--- src/rtl/iob_ram_2p_sync.sv ---
module iob_ram_2p_sync #(
  parameter int unsigned DATA_W        = 8,
  parameter int unsigned ADDR_W        = 4,
  parameter string       MEM_INIT_FILE = "none"
) (
  input  logic              clk_i,
  input  logic              rst_i,
  input  logic              w_en_i,
  input  logic [ADDR_W-1:0] w_addr_i,
  input  logic [DATA_W-1:0] w_data_i,
  input  logic              r_en_i,
  input  logic [ADDR_W-1:0] r_addr_i,
  output logic [DATA_W-1:0] r_data_o
);

  localparam int unsigned DEPTH = 2 ** ADDR_W;

  logic [DATA_W-1:0] mem [DEPTH];

  logic [DATA_W-1:0] r_data_q = '0;
  logic [DATA_W-1:0] r_data_d;

  always_ff @(posedge clk_i) begin
    if (w_en_i) begin
      mem[w_addr_i] <= w_data_i;
    end
  end

  always_comb begin
    r_data_d = r_data_q;
    if (r_en_i) begin
      r_data_d = mem[r_addr_i];
    end
  end

  always_ff @(posedge clk_i) begin
    if (rst_i) begin
      r_data_q <= '0;
    end else begin
      r_data_q <= r_data_d;
    end
  end

  assign r_data_o = r_data_q;

endmodule

--- config.mk ---
export PLATFORM = sky130hd
export DESIGN_NAME = iob_ram_2p_sync
export DESIGN_NICKNAME = d
export VERILOG_FILES = /design/src/rtl/iob_ram_2p_sync.sv
export SDC_FILE = /design/constraint.sdc
export NUM_CORES = 1
export LEC_CHECK = 0
export BUFFER_PORTS_ARGS = -buffer_cell sky130_fd_sc_hd__buf_2
export CAP_MARGIN = 15
export CORE_ASPECT_RATIO = 0.8
export CORE_UTILIZATION = 55
export CTS_CLUSTER_DIAMETER = 30
export DETAILED_ROUTE_END_ITERATION = 10
export PLACE_DENSITY = 0.85
export SYNTH_ARGS = -nofsm -noshare
export SYNTH_HDL_FRONTEND = slang
export SYNTH_SLANG_ARGS = --single-unit
--- constraint.sdc ---
create_clock -name clk_i -period 4.5 [get_ports clk_i]
set_input_delay 0.45 -clock clk_i [delete_from_list [all_inputs] [get_ports clk_i]]
set_output_delay 0.45 -clock clk_i [all_outputs]
set_load 0.02 [all_outputs]
* Word-level counts from Yosys, hierarchy flattened
Memory sizes are Yosys's and may differ from the RTL's. A register that Yosys moved wholly into a read port is not among the register bits.
Cells that the tools add are included.
** Storage, ports and cells
- Memories :: 1
- Word-level logic and storage cells :: 3
- RAM bits :: 128
- Output and inout port bits :: 8
- Flip-flop bits (word level) :: 0
- Bits of input ports :: 20
** Memories
- mem :: depth 16, bits a word 8, read ports 1, clocked after memory_dff 1, wr ports 1, RTL line 18 : logic [DATA_W-1:0] mem [DEPTH];
** Operators by class
- Muxes and demuxes :: 2
** Operators with widths (count)
- $mux W1 :: 2

* Longest topological paths before layout
- Depth in word-level cells :: 2
- Depth in mapped cells :: 6
- Depth with buffers taken out :: 4

* Worst setup path after synthesis
OpenSTA, ideal clock, no wires.
- Path type :: input to register
- From :: input port w_addr_i[2]
- To :: memory mem[0][0], enable pin
- Path buffers :: 0
- Setup slack :: 2.557 ns
- Arrival time :: 1.560 ns
- Data required time :: 4.117 ns
- Stages :: 2
- Setup time :: 0.383 ns
- Cell sequence :: or3b_2 -> nor3_1
** RTL lines
- start, declared :: RTL line 9 : input logic [ADDR_W-1:0] w_addr_i,
- end, declared :: RTL line 18
Straight into the memory's write port.

* Worst setup path after layout
- From :: input port w_addr_i[2]
- To :: memory mem[0][7], enable pin
Straight into the memory's write port.

==> impl_results.md <==
* Status: complete, but fails checks
* Violated checks: design-rule violations
* Register bit total from synthesis at 136
* Critical path's slowest cell: nor3_1
* Initial core utilization at 0.5789
* TritonCTS buffer count at 17
* CTS tree: built
* RSZ-0062 raised after global routing: false
* DRC at 3
* Worst-path clk slew at 0.05 ns
* TritonRoute pass-1 iters at 10
* Die X at 112.2 um
* Longest Clk Path Bufs at 2
* Final Skew at 0.008433 ns
* Antenna diode count at 0
* Die span in y at 90.17 um
* Area leader, netlist: edfxtp_1
* Largest cells by area after synthesis: edfxtp_1 72%, mux2i_1 12%, a22oi_1 3.4%
* Leak at 0.002186 uW
* Setup slack after layout at 2.606 ns
* Async S/R FF share, synth at 0
* Fill count at 619
* WHS Endpoint: mem[12][4]$_DFFE_PP_
* Achievable Freq at 528.1 MHz
* Fin Setup TNS at 0 ns
* Clk Latency, worst-skew pair at 0.41 ns
* Hold path depth at 2
* Post-synth EDFFs at 128
* Period utilisation layout at 0.4208
* R2R depth at 4
* Hold_buf cts at 0
* Placer congestion estimate at 0.7541
* Synthesized area per cell at 16.91 sq um
* Syn_nets at 336
* Worst Setup SP: w_addr_i[2]
* Sequential share of the synthesized area at 0.7492
* Final Cell Area at 6112 sq um
* Cell count after placement at 446
* Port buffer count at 27
* Seq. cell area at 4004 sq um
* DIE AREA at 10120 sq um
* Endpoints failing setup at 0
* IO Count at 28
* Via count at 2932
* Reg2reg end: r_data_o[1]$_SDFFE_PP0P_
* Max-Cap Viols at 0
* WP data required at 4.52 ns
* Share of cells above drive strength 1 at 0.1749
* Fin cells at 481
* Crit. End Element: flip-flop
* H-tree level count at 4
* Synth cell types at 19
* Post-CTS Setup Inserts at 0
* Largest net degree at the start of global routing at 65
* WP data arrival at 1.91 ns
* DRT Wirelength at 10940 um
* Hold WC Path Type: primary input to flip-flop
* Slack of the worst reg-to-reg path at 3.38 ns
* Mapped Area at 5344 sq um
* Max stage delay on crit path at 0.84 ns
* Via/cell ratio at 6.096
* Worst reg2reg startpoint: mem[12][1]$_DFFE_PP_
* # rows at 31
* Nets at 374
* Multi-input logic area at 1197 sq um
* Top delay family on crit path: simple AND/OR/NAND/NOR gates
* Hpwl dp at 6398 um
* GRT Total Usage at 0.2304
* Slew headroom at 0.2636
* Antenna viol nets, final at 0
* TritonCTS Sinks at 136
* DP Area at 5498 sq um
* Vias in the first global route at 2856
* # resized after CTS at 0
* Crit path launch type: primary input
* Top_reg_cell synth: edfxtp_1
* Least-Margin Pin Slew at 1.105 ns
* Routed length per instance at 22.74 um
* Layout Utilization at 0.6621
* Slew Viols, Final at 0
* Yosys Warn Count at 0
* Critical path type: primary input to flip-flop
* CP max FO at 8
* Fin. Hold Viols at 0
* First-pass GRT wire length at 16400 um
* Iter 0 DRT Violations at 324
* Min Clock Period, post-route at 1.894 ns
* Area Growth Syn to Fin at 14.38%
* Grt ovf at 0
* CP bufs+invs at 1
* Top cell type's share of synthesized area at 0.7193
* Root Driver: clkbuf_16
* Peak VDD IR at 285.8 uV
* Pwr dens at 480.2 nW/um^2
* Core Region at 9231 sq um
* Initial antenna violation count at 0
* Hold Startpoint: w_addr_i[0]
* Synthesized instance count at 316
* Crit-path cells: buf_2 -> or3b_2 -> nor3_1
* Dpl ws at 2.206 ns
-- Yosys cell counts (2+ instances only) --
cell type / count
nor2b_1: 2
nand2_1: 17
dfxtp_1: 8
mux2i_1: 64
nand2b_1: 2
nand3b_1: 3
buf_2: 7
buf_8: 3
nor3_1: 4
buf_6: 2
nor2_1: 14
nand3_1: 25
a22oi_1: 24
buf_12: 2
edfxtp_1: 128
a21oi_1: 8
-- power breakdown --
group | total, uW | internal [uW] | switching [uW]
Sequential | 1420 | 1410 | 9.66
Combinational | 147 | 48.5 | 98.5
Clock | 1360 | 862 | 501
Total | 2940 | 2330 | 609
-- through the flow --
stage | hold WS [ns] | power [uW]
floorplan | 0.5352 | 1540
global placement | 0.4332 | 1587
detailed placement | 0.4373 | 1594
CTS | 0.4310 | 2943
global route | 0.4432 | 3012
finish | 0.4405 | 2935
-- per-layer routing --
metal / part of all wire / GRT usage / wire length, um
met1: 0.44 / 0.3232 / 4770
met2: 0.47 / 0.3473 / 5182
met3: 0.081 / 0.06743 / 881
met4: 0.0096 / 0.07778 / 105
met5: 0 / 0 / 0
-- flip-flops by register name, indices dropped and copies added, names as in the netlist --
| signal | count |
|---|---|
| mem | 128 |
| r_data_o | 8 |
-- cell families after synthesis --
kind of cell,after synthesis,synth area share
DFF,136,0.7492
muxes,64,0.1199
buffers and inverters,14,0.02669
AOI/OAI and AO/OA,32,0.04121
and+or+nand+nor,70,0.06298
-- layout by cell type (no fill, tap or decap) --
| cell type | count |
|---|---|
| nand3_1 | 25 |
| nand2_1 | 17 |
| clkbuf_16 | 17 |
| buf_6 | 1 |
| edfxtp_1 | 128 |
| clkbuf_1 | 1 |
| nand3b_1 | 3 |
| buf_4 | 3 |
| a22oi_1 | 24 |
| nor3_1 | 4 |
| clkbuf_2 | 1 |
| bufinv_16 | 3 |
| a21oi_1 | 8 |
| nor2_1 | 14 |
| buf_2 | 27 |
| or3b_2 | 1 |
| dfxtp_1 | 8 |
| nor3b_2 | 1 |
| and2_1 | 1 |
| clkbuf_4 | 1 |
| clkinv_1 | 1 |
| nand2b_1 | 2 |
| nor2b_1 | 2 |
| mux2i_1 | 64 |
| clkinvlp_4 | 7 |
| clkinv_2 | 2 |
-- worst max path at each step --
stage	to	cells past startpoint
after detailed placement	mem[0][0]$_DFFE_PP_	3
after global placement	mem[0][0]$_DFFE_PP_	3
final	mem[0][7]$_DFFE_PP_	3
after global routing	mem[0][7]$_DFFE_PP_	3
after floorplan	mem[0][0]$_DFFE_PP_	2
after CTS	r_data_o[1]$_SDFFE_PP0P_	5
-- final cells by class --
class | count | share of cell area
Tap cell | 115 | 0.02354
Timing Repair Buffer | 33 | 0.02968
Clock buffer | 18 | 0.07022
Multi-Input combinational cell | 166 | 0.1959
Clock inverter | 13 | 0.02559
Sequential cell | 136 | 0.6551
(Power assumes the default switching activity.)
